===== config.mk =====
export PLATFORM = sky130hd
export DESIGN_NAME = voice_allocator_p
export DESIGN_NICKNAME = d
export VERILOG_FILES = /design/src/rtl/synth_pkg.sv /design/src/rtl/voice_allocator_p_voice_slot.sv /design/src/rtl/voice_allocator_p.sv
export SDC_FILE = /design/constraint.sdc
export NUM_CORES = 1
export LEC_CHECK = 0
export ABC_AREA = 1
export BUFFER_PORTS_ARGS = -buffer_cell sky130_fd_sc_hd__buf_2
export CORE_AREA = 10 10 216 167
export CTS_CLUSTER_SIZE = 24
export DETAILED_ROUTE_END_ITERATION = 8
export DIE_AREA = 0 0 226 177
export PLACE_DENSITY = 0.69
export SLEW_MARGIN = 25
export SYNTH_ARGS = -nofsm -noshare
export SYNTH_HDL_FRONTEND = slang
export SYNTH_HIERARCHICAL = 1
export SYNTH_SLANG_ARGS = --single-unit
export TNS_END_PERCENT = 30

===== constraint.sdc =====
create_clock -name clk -period 3.3 [get_ports clk]
set_input_delay 0.495 -clock clk [delete_from_list [all_inputs] [get_ports clk]]
set_output_delay 0.495 -clock clk [all_outputs]
set_load 0.005 [all_outputs]

===== src/rtl/synth_pkg.sv =====
// Shared types and constants for the voice allocator.
// Command field positions, FSM states and the voice record.
package synth_pkg;

   localparam logic [6:0] NOTE_OFF = 7'd0;
   localparam logic [6:0] STOP_ALL = 7'h7F;

   localparam int CMD_ON_BIT  = 15;
   localparam int CMD_NOTE_HI = 14;
   localparam int CMD_NOTE_LO = 8;
   localparam int CMD_RSVD    = 7;
   localparam int CMD_VEL_HI  = 6;
   localparam int CMD_VEL_LO  = 0;

   typedef enum logic [1:0] {
      IDLE,
      SCAN,
      COMMIT
   } alloc_state_t;

   typedef struct packed {
      logic [6:0] note;
      logic [6:0] vel;
      logic [7:0] age;
   } voice_t;

endpackage


===== src/rtl/voice_allocator_p_voice_slot.sv =====
// One voice slot: note, velocity and a saturating age.
// Clear beats load; age only advances while occupied.
module voice_slot #(
   parameter int NOTE_W = 7,
   parameter int VEL_W  = 7,
   parameter int AGE_W  = 8
) (
   input  logic              clk,
   input  logic              reset,
   input  logic              load,
   input  logic              clear,
   input  logic              age_inc,
   input  logic [NOTE_W-1:0] note_in,
   input  logic [VEL_W-1:0]  vel_in,
   output logic [NOTE_W-1:0] note,
   output logic [VEL_W-1:0]  vel,
   output logic [AGE_W-1:0]  age
);

   localparam logic [AGE_W-1:0] AGE_MAX = '1;

   // slot state: clear, load (fresh age) or age step
   always_ff @(posedge clk) begin
      if (reset || clear) begin
         note <= '0;
         vel  <= '0;
         age  <= '0;
      end else if (load) begin
         note <= note_in;
         vel  <= vel_in;
         age  <= '0;
      end else if (age_inc && note != '0 && age != AGE_MAX) begin
         age <= age + 1'b1;
      end
   end

endmodule


===== src/rtl/voice_allocator_p.sv =====
// Voice allocator: sequential slot scan, commit, round-robin dispatch.
// Macro VOICE_STEAL_EN: a full note-on steals the oldest slot.
module voice_allocator_p
   import synth_pkg::*;
#(
   parameter int NVOICES = 10,
   parameter int NOTE_W  = 7,
   parameter int VEL_W   = 7,
   parameter int AGE_W   = 8,
   parameter int IDX_W   = $clog2(NVOICES)
) (
   input  logic              clk,
   input  logic              reset,
   input  logic              clk_en,
   input  logic              i_cmd_valid,
   input  logic [15:0]       i_cmd,
   output logic              o_cmd_ready,
   output logic [NOTE_W-1:0] o_midi,
   output logic [VEL_W-1:0]  o_vel,
   output logic [IDX_W-1:0]  o_voice_idx,
   output logic              o_valid,
   output logic [IDX_W:0]    o_active_cnt,
   output logic              o_event
);

   localparam logic [IDX_W-1:0] LAST = IDX_W'(NVOICES - 1);

   alloc_state_t state, state_nxt;

   logic [NOTE_W-1:0] s_note [NVOICES];
   logic [VEL_W-1:0]  s_vel  [NVOICES];
   logic [AGE_W-1:0]  s_age  [NVOICES];

   logic [NVOICES-1:0] load, clear, inc;
   logic [IDX_W-1:0]   scan_idx, ptr, tgt;
   logic [IDX_W-1:0]   m_idx, f_idx, o_idx;
   logic [AGE_W-1:0]   o_age;
   logic               hit_m, hit_f, hit_o;
   logic               cmd_on, do_load, event_nxt;
   logic [NOTE_W-1:0]  cmd_note, in_note;
   logic [VEL_W-1:0]   cmd_vel, in_vel;
   logic               in_on, accept, stop_go, start_go;
   logic [IDX_W:0]     cnt_nxt;
   logic               unused_rsvd;

   assign unused_rsvd = i_cmd[CMD_RSVD];

   assign in_note  = NOTE_W'(i_cmd[CMD_NOTE_HI:CMD_NOTE_LO]);
   assign in_vel   = VEL_W'(i_cmd[CMD_VEL_HI:CMD_VEL_LO]);
   assign in_on    = i_cmd[CMD_ON_BIT] &&
                     (i_cmd[CMD_VEL_HI:CMD_VEL_LO] != '0);

   assign o_cmd_ready = (state == IDLE);
   assign accept   = i_cmd_valid && o_cmd_ready;
   assign stop_go  = accept && !in_on &&
                     (in_note == NOTE_W'(STOP_ALL));
   assign start_go = accept && !stop_go &&
                     (in_note != NOTE_W'(NOTE_OFF));

   for (genvar g = 0; g < NVOICES; g++) begin : g_slot
      voice_slot #(
         .NOTE_W (NOTE_W),
         .VEL_W  (VEL_W),
         .AGE_W  (AGE_W)
      ) u_slot (
         .clk     (clk),
         .reset   (reset),
         .load    (load[g]),
         .clear   (clear[g]),
         .age_inc (inc[g]),
         .note_in (cmd_note),
         .vel_in  (cmd_vel),
         .note    (s_note[g]),
         .vel     (s_vel[g]),
         .age     (s_age[g])
      );
   end

   // FSM state register
   always_ff @(posedge clk) begin
      if (reset) state <= IDLE;
      else       state <= state_nxt;
   end

   // FSM next state
   always_comb begin
      state_nxt = state;
      unique case (state)
         IDLE:    if (start_go) state_nxt = SCAN;
         SCAN:    if (scan_idx == LAST) state_nxt = COMMIT;
         COMMIT:  state_nxt = IDLE;
         default: state_nxt = IDLE;
      endcase
   end

   // command latch and one-slot-per-cycle scan bookkeeping
   always_ff @(posedge clk) begin
      if (reset) begin
         cmd_on   <= 1'b0;
         cmd_note <= '0;
         cmd_vel  <= '0;
         scan_idx <= '0;
         hit_m    <= 1'b0;
         hit_f    <= 1'b0;
         hit_o    <= 1'b0;
         m_idx    <= '0;
         f_idx    <= '0;
         o_idx    <= '0;
         o_age    <= '0;
      end else if (start_go) begin
         cmd_on   <= in_on;
         cmd_note <= in_note;
         cmd_vel  <= in_vel;
         scan_idx <= '0;
         hit_m    <= 1'b0;
         hit_f    <= 1'b0;
         hit_o    <= 1'b0;
      end else if (state == SCAN) begin
         scan_idx <= scan_idx + 1'b1;
         if (!hit_m && s_note[scan_idx] == cmd_note) begin
            hit_m <= 1'b1;
            m_idx <= scan_idx;
         end
         if (!hit_f && s_note[scan_idx] == '0) begin
            hit_f <= 1'b1;
            f_idx <= scan_idx;
         end
         if (s_note[scan_idx] != '0 &&
             (!hit_o || s_age[scan_idx] > o_age)) begin
            hit_o <= 1'b1;
            o_idx <= scan_idx;
            o_age <= s_age[scan_idx];
         end
      end
   end

`ifndef VOICE_STEAL_EN
   logic unused_oldest;
   assign unused_oldest = ^o_idx;
`endif

   // commit decision: slot strobes and event
   always_comb begin
      load      = '0;
      clear     = '0;
      inc       = '0;
      tgt       = '0;
      do_load   = 1'b0;
      event_nxt = 1'b0;
      if (stop_go) clear = '1;
      if (state == COMMIT) begin
         if (cmd_on) begin
            unique case (1'b1)
               hit_m: begin
                  do_load = 1'b1;
                  tgt     = m_idx;
               end
               (hit_f && !hit_m): begin
                  do_load = 1'b1;
                  tgt     = f_idx;
               end
               default: begin
                  event_nxt = 1'b1;
`ifdef VOICE_STEAL_EN
                  do_load   = 1'b1;
                  tgt       = o_idx;
`endif
               end
            endcase
            if (do_load) begin
               load[tgt] = 1'b1;
               inc       = ~load;
            end
         end else if (hit_m) begin
            clear[m_idx] = 1'b1;
         end
      end
   end

   // event pulse
   always_ff @(posedge clk) begin
      if (reset) o_event <= 1'b0;
      else       o_event <= event_nxt;
   end

   // round-robin dispatch, reads pre-write slot values
   always_ff @(posedge clk) begin
      if (reset) begin
         o_midi      <= '0;
         o_vel       <= '0;
         o_voice_idx <= '0;
         o_valid     <= 1'b0;
         ptr         <= '0;
      end else if (clk_en) begin
         o_midi      <= s_note[ptr];
         o_vel       <= s_vel[ptr];
         o_voice_idx <= ptr;
         o_valid     <= (s_note[ptr] != '0);
         ptr         <= (ptr == LAST) ? '0 : ptr + 1'b1;
      end
   end

   // occupied-slot population count
   always_comb begin
      cnt_nxt = '0;
      for (int i = 0; i < NVOICES; i++)
         cnt_nxt = cnt_nxt + (IDX_W+1)'(s_note[i] != '0);
   end

   // registered count, one cycle behind the slots
   always_ff @(posedge clk) begin
      if (reset) o_active_cnt <= '0;
      else       o_active_cnt <= cnt_nxt;
   end

endmodule


[Word-level counts from Yosys, hierarchy flattened]
Cells that the tools add are included.
Operators by class
  div/mod/pow operators: 0
  equality and inequality tests: 8
  bitwise logic cells: 6
  $mul: 0
  reduce and logical (&&, ||, !) cells: 48
  magnitude comparators: 6
  mux-type cells: 31
  add/subtract/negate cells: 11
  shift operators: 0
Operator list (count)
  nonzero test 7 bit: 13
  binary-select mux 7 bit (select 4 bit): 3
  2-to-1 mux 10 bit: 7
  2-to-1 mux 7 bit: 6
  adder 5 x 1 -> 5 bit: 5
  2-to-1 mux 4 bit: 3
  logical AND 1 bit: 11
  >= comparator 5 bit, second input constant: 2
  logical OR 1 bit: 10
  less-than comparator 4 x 5 -> 1 bit, second input constant: 2
  inverter 4 -> 5 bit: 2
  bitwise OR 10 bit: 1
  adder 4 x 1 -> 4 bit, second input constant: 2
  demux 1 bit (select 4 bit): 2
  == test 4 bit, second input constant: 2
  >= comparator 4 x 1 -> 1 bit, second input constant: 2
  case mux 4 bit (2 select lines): 1
  == test 7 bit: 1
  == test 7 bit, second input constant: 1
  logical NOT 7 bit: 1
  2-to-1 mux 1 bit: 6
  AND reduction 2 bit: 3
  AND reduction 3 bit: 2
  adder 4 x 1 -> 5 bit: 1
  other kinds (14): 21
Word-level totals
  memories: 0
  logic and storage cells: 146
  bits in read-only memories: 0
  bits in writable memories: 0
  latch bits: 0
  flip-flop bits (word level): 200
  bits of input ports: 20

[Logic depth before layout (Yosys ltp)]
Gate-level depths: netlist of run 1.
  depth after elaboration: 12
  gate-level depth with buffers: 15

[Cells and area by module]
Netlist of run 1, hierarchy kept.
Modules (own cells, without submodules)
  voice_slot: cells an instance 153, sequential area each 440.4 um^2, instances 10, area each 1038.5 um^2
  voice_allocator_p: cells an instance 847, sequential area each 1181.1 um^2, instances 1, area each 5006.1 um^2

[Worst setup path after synthesis of run 1]
Ideal clock, no wire load.
  path type: register to register
  start: reg g_slot[9].u_slot.note[6]
  end: reg o_active_cnt[2]
  setup slack: -0.115 ns
  period minus slack after synthesis: 3.415 ns
  data arrival time: 3.287 ns
  stages on the path, launching flop included: 14
  setup time: 0.128 ns
  path buffers: 0
  cells stage by stage: dfxtp_1 -> or4_1 -> nor4_1 -> fa_1 -> inv_1 -> fa_1 -> inv_1 -> fa_1 -> inv_1 -> ha_1 -> inv_1 -> fa_1 -> xnor2_1 -> nor2_1
Between the ends
  word-level cells in the longest chain between the ends: 2
Ends and longest elaborated chain
  start, declared: RTL line voice_allocator_p_voice_slot.sv:15  | output logic [NOTE_W-1:0] note,
  start signal, assigned: RTL line voice_allocator_p_voice_slot.sv:29  | note <= note_in;
  nonzero test 7 bit
  adder 5 x 1 -> 5 bit: RTL line voice_allocator_p.sv:207  | cnt_nxt = cnt_nxt + (IDX_W+1)'(s_note[i] != '0);
  end signal, assigned: RTL line voice_allocator_p.sv:213  | else o_active_cnt <= cnt_nxt;
  end, declared: RTL line voice_allocator_p.sv:22  | output logic [IDX_W:0] o_active_cnt,
No other way between the ends.
A chain may end at the register's enable or synchronous reset.

[Worst setup path after layout of run 1]
Same ends and word-level chain as after synthesis.

==> impl_metrics.json, run 1 <==
{
  "wire_per_inst_um": 18.0,
  "n_antenna_cell": 0,
  "r2r_end": "o_active_cnt[2]",
  "globalRouteMet2Util_pct": 23.9,
  "clock_skew_ns": 0.0109,
  "clockRootBuffer": "clkbuf_16",
  "rsz0062_at_grt": "yes",
  "syn_avg_cell_area_um2": 6.76,
  "dpl_cell_area_um2": 10700,
  "startpoint": "g_slot[9].u_slot/note[6]",
  "hold_class": "primary input to flop",
  "die_w_um": 226,
  "vias": 10100,
  "drtIter0Drc": 1383,
  "ir_drop_uv": 337,
  "cts_buffer_depth": 2,
  "final_cell_area_um2": 11400,
  "r2r_start": "g_slot[9].u_slot/note[6]",
  "drive_above_1_share_pct": 10.8,
  "cts_tree": "done",
  "rr_worst_depth": 14,
  "grt.busiest_layer": "met1",
  "p_leak_nw": 4.39,
  "layout_setup_ws_ns": -0.261,
  "power.density_nw_per_um2": 481,
  "hp-start": "i_cmd[3]",
  "numCtsBuffers": 17,
  "worst_slew_pin_slew_ns": 0.954,
  "path_class": "flop to flop",
  "dieArea_um2": 40000,
  "worstPathArrival_ns": 3.90,
  "setup_viol": 2,
  "grt_overflow_total": 0,
  "netlist_area_um2": 9840,
  "syn_nets": 1486,
  "violations": "negative setup slack",
  "post-route-min-period_ns": 3.56,
  "slew_headroom_pct": 35.8,
  "totalPowerFinal_mw": 5.48,
  "cts.sinks": 199,
  "ioPinCount": 46,
  "postCtsSetupBuffers": 0,
  "drc": 0,
  "endpoint_kind": "flop",
  "synthCells": 1456,
  "start_util_pct": 30.9,
  "grt_util_met3_pct": 4.93,
  "finalHoldViolations": 0,
  "grt_use_met1_pct": 24.8,
  "viasPerCell": 5.21,
  "gp_congestion": 0.955,
  "grt_pass1_wl_mm": 52.9,
  "dr.pass1.iters": 6,
  "nFillCells": 3364,
  "drv_slew": 0,
  "path_clk_slew_ns": 0.08,
  "portBuffers": 43,
  "worstPathMaxFanout": 2,
  "ant_nets": 0,
  "area_delta_synth_final_pct": 15.7,
  "wirelength_mm": 34.8,
  "crit_path_end": "o_active_cnt[2]",
  "final_nets": 1533,
  "period_share_pct": 108,
  "grt_pass1_vias": 8991,
  "track_usage_pct": 17.2,
  "grt_max_degree": 39,
  "reg2reg_slack_ns": -0.26,
  "multi_input_area_um2": 4750,
  "htreeDepth": 4,
  "dieHeight_um": 177,
  "ys_warn_count": 6,
  "num_rows": 57,
  "timing.hold.ws_ns": 0.234,
  "max_freq_ghz": 0.281,
  "dp_hpwl_mm": 25.2,
  "cap_violations": 0,
  "cp-start-kind": "flop",
  "seq_area_um2": 3990,
  "worstPathRequired_ns": 3.64,
  "status": "finished with violations",
  "clock_latency_ns": 0.47,
  "grt_antenna_before_repair": 0,
  "coreArea_um2": 31900
}
[area by class of cell]
class                      instances  area share (%)
sequential                       199            35.0
tap                              413            4.54
multi-input combinational        975            41.7
clock inverter                    13            2.05
inverter                         206            6.79
clock buffer                      19            3.98
timing repair buffer             104            5.91
[worst max-delay path, stage by stage, from the launching register on]
cell,delay (ns)
dfxtp_1,0.31
or4_4,0.54
nor4_4,0.14
buf_4,0.17
fa_1,0.43
inv_2,0.07
fa_1,0.41
inv_2,0.06
fa_1,0.40
inv_1,0.08
ha_2,0.18
inv_1,0.06
fa_2,0.35
xnor2_2,0.16
nor2_1,0.07
[layer usage]
metal,routed length [um],share of wire [%],vias to the layer above
li1,-,-,4841
met1,16500,48,4691
met2,14200,41,466
met3,3390,9.8,53
met4,676,1.9,0
met5,0,0,-
[metrics by stage]
step | util, % | setup TNS (ns) | setup WS (ns) | instances
2_1_floorplan | - | -0.0242 | -0.0242 | 1456
3_3_place_gp | 33.4 | -0.305 | -0.185 | 1897
3_5_place_dp | 33.4 | -0.325 | -0.191 | 1897
4_1_cts | 35.6 | -0.382 | -0.243 | 1929
5_1_grt | 35.7 | -0.783 | -0.408 | 1929
6_report | 35.7 | -0.502 | -0.261 | 1929
[power breakdown]
group	switching, mW	leakage [nW]	internal [mW]
Sequential	0.0757	1.61	2.44
Clock	1.05	0.333	1.41
Combinational	0.347	2.45	0.147
[worst min-delay path by stage]
| stage | to | slack [ns] | depth (start not counted) |
|---|---|---|---|
| floorplan | g_slot[0].u_slot/note[1] | 0.43 | 2 |
| global placement | g_slot[8].u_slot/note[0] | 0.44 | 2 |
| detailed placement | g_slot[6].u_slot/note[0] | 0.44 | 2 |
| CTS | cmd_vel[3] | 0.21 | 3 |
| global route | cmd_vel[2] | 0.25 | 3 |
| finish | cmd_vel[3] | 0.23 | 3 |
[sequential cells by signal (all words and copies together), names as in the netlist]
signal              cells
cmd_note                7
cmd_on                  1
cmd_vel                 7
f_idx                   4
g_slot.u_slot/note     70
g_slot.u_slot/vel      70
hit_f                   1
hit_m                   1
m_idx                   4
o_active_cnt            4
o_event                 1
o_midi                  7
o_valid                 1
o_vel                   7
o_voice_idx             4
ptr                     4
scan_idx                4
state                   2
[repair_timing]
item | 4_1_cts | 5_1_grt
cloned | 0 | 0
endpoints found under the setup margin | 2 | 3
hold buffers | 0 | 0
pin swaps | 1 | 9
hold endpoints to repair | 0 | 0
gates resized for setup | 1 | 9
[cell usage in the layout (no fill, tap or decap), types with 17 or more instances in the layout]
cell type / n
nand3_1: 70
nand2_1: 350
buf_2: 43
nor2_1: 110
o21ai_0: 135
inv_1: 196
clkbuf_16: 17
buf_4: 61
dfxtp_1: 198
a21oi_1: 173
nor3_1: 17
Note: power is estimated with default switching activity, not from simulation.
==> run 2: changes to the inputs <==
Settings changed: CELL_PAD_IN_SITES_DETAIL_PLACEMENT set to 1, CELL_PAD_IN_SITES_GLOBAL_PLACEMENT set to 1, CORE_AREA 10 10 216 167 to 10 10 235 181, DIE_AREA 0 0 226 177 to 0 0 245 191, PLACE_DENSITY 0.69 to 0.79.
==> impl_metrics.json, run 2 (same netlist as run 1, synthesis figures left out) <==
{
  "dp_hpwl_mm": 28.6,
  "clock_skew_ns": 0.0107,
  "whs_path_depth": 3,
  "period_share_pct": 106,
  "met1_length_mm": 18.4,
  "post-place-ws_ns": -0.278,
  "path_class": "flop to flop",
  "coreArea_um2": 37900,
  "highest_layer": "met4",
  "ioPinCount": 46,
  "area_delta_synth_final_pct": 16.2,
  "timing.hold.ws_ns": 0.241,
  "grt_antenna_before_repair": 0,
  "ir_drop_uv": 246,
  "hold_class": "primary input to flop",
  "p_leak_nw": 4.36,
  "endpoint_kind": "flop",
  "max_freq_ghz": 0.285,
  "dpl_cell_area_um2": 10800,
  "gp_congestion": 0.899,
  "worstPathArrival_ns": 3.84,
  "htreeDepth": 4,
  "cts.sinks": 199,
  "final_cell_mix": "350 x nand2_1, 196 x dfxtp_1, 195 x inv_1",
  "start_util_pct": 26.0,
  "rsz0062_at_grt": "yes",
  "clockRootBuffer": "clkbuf_16",
  "worstPathRequired_ns": 3.63,
  "viasPerCell": 5.04,
  "dr_wl_met3_mm": 2.79,
  "portBuffers": 43,
  "grt_max_degree": 55,
  "drc": 0,
  "grt_pass1_wl_mm": 58.9,
  "worstPathMaxFanout": 2,
  "drtIter0Drc": 875,
  "layout_setup_ws_ns": -0.212,
  "clock_latency_ns": 0.46,
  "status": "finished with violations",
  "reg2reg_slack_ns": -0.21,
  "post-route-min-period_ns": 3.51,
  "grt_pass1_vias": 10200,
  "drv_slew": 0,
  "rr_worst_depth": 14,
  "grt_overflow_total": 0,
  "num_rows": 62,
  "final_nets": 1538,
  "power.density_nw_per_um2": 448,
  "dr.pass1.iters": 5,
  "nFillCells": 4854,
  "dr_wl_met2_mm": 16.6,
  "postCtsSetupBuffers": 0,
  "n_antenna_cell": 0,
  "cts_buffer_depth": 2,
  "slew_headroom_pct": 35.4,
  "dieArea_um2": 46800,
  "hold_buffers": 0,
  "violations": "negative setup slack",
  "finalHoldViolations": 0,
  "vias": 10300,
  "drive_above_1_share_pct": 11.2,
  "fin_util_pct": 30.2,
  "cap_violations": 0,
  "cts_tree": "done",
  "final_cell_area_um2": 11400,
  "track_usage_pct": 16.2,
  "numCtsBuffers": 17,
  "die_w_um": 245,
  "wire_per_inst_um": 18.9,
  "worst_slew_pin_slew_ns": 0.963,
  "dieHeight_um": 191,
  "setup_viol": 2,
  "final_common_cell": "nand2_1",
  "cp-start-kind": "flop",
  "reg_top3": "g_slot.u_slot/note: 70 flops, g_slot.u_slot/vel: 70 flops",
  "ant_nets": 0,
  "path_clk_slew_ns": 0.08,
  "wirelength_mm": 38.4
}
run 2: area by class of cell:
class                      count  area, um^2  share of cell area [%]
inverter                     206         773                    6.77
timing repair buffer         109         711                    6.22
multi-input combinational    975        4740                    41.5
sequential                   199        3990                    34.9
clock buffer                  19         443                    3.88
tap                          512         641                    5.60
clock inverter                13         134                    1.17
run 2: what timing repair did:
item                                    CTS  global route
pin swaps                                 3             3
endpoints found under the setup margin    2             3
gates resized for setup                   7             5
run 2: metal layers:
metal	vias to the layer above	track usage, %
li1	4851	-
met3	47	4.17
met4	0	4.15
met5	-	0
met1	5024	22.6
met2	334	24.1
run 2: per-stage QoR:
step	instances	power, mW	TNS [ns]
floorplan	1456	2.85	-0.0242
global placement	2001	3.05	-0.395
detailed placement	2001	3.07	-0.472
CTS	2033	5.16	-0.523
global route	2033	5.32	-0.783
finish	2033	5.13	-0.424
run 2: final timing paths:
kind / start / endpoint
max: g_slot[9].u_slot/note[6] / o_active_cnt[2]
min: i_cmd[1] / cmd_vel[1]
max reg2reg: g_slot[9].u_slot/note[6] / o_active_cnt[2]
min reg2reg: g_slot[6].u_slot/note[0] / g_slot[6].u_slot/note[0]
run 2: power by group:
group / leakage [nW] / internal, mW / switching, mW
Clock: 0.276 / 1.03 / 1.07
Sequential: 1.61 / 2.44 / 0.0827
Combinational: 2.47 / 0.147 / 0.357
Total: 4.36 / 3.61 / 1.51
run 2: worst max-delay path: stages (launching register included):
cell and delay (ns):
dfxtp_2 0.33, or4_4 0.54, nor4_4 0.14, buf_4 0.17
fa_1 0.40, inv_2 0.07, fa_1 0.39, inv_2 0.07
fa_1 0.38, inv_1 0.07, ha_2 0.18, inv_2 0.04
fa_2 0.39, xnor2_2 0.14, nor2_1 0.05
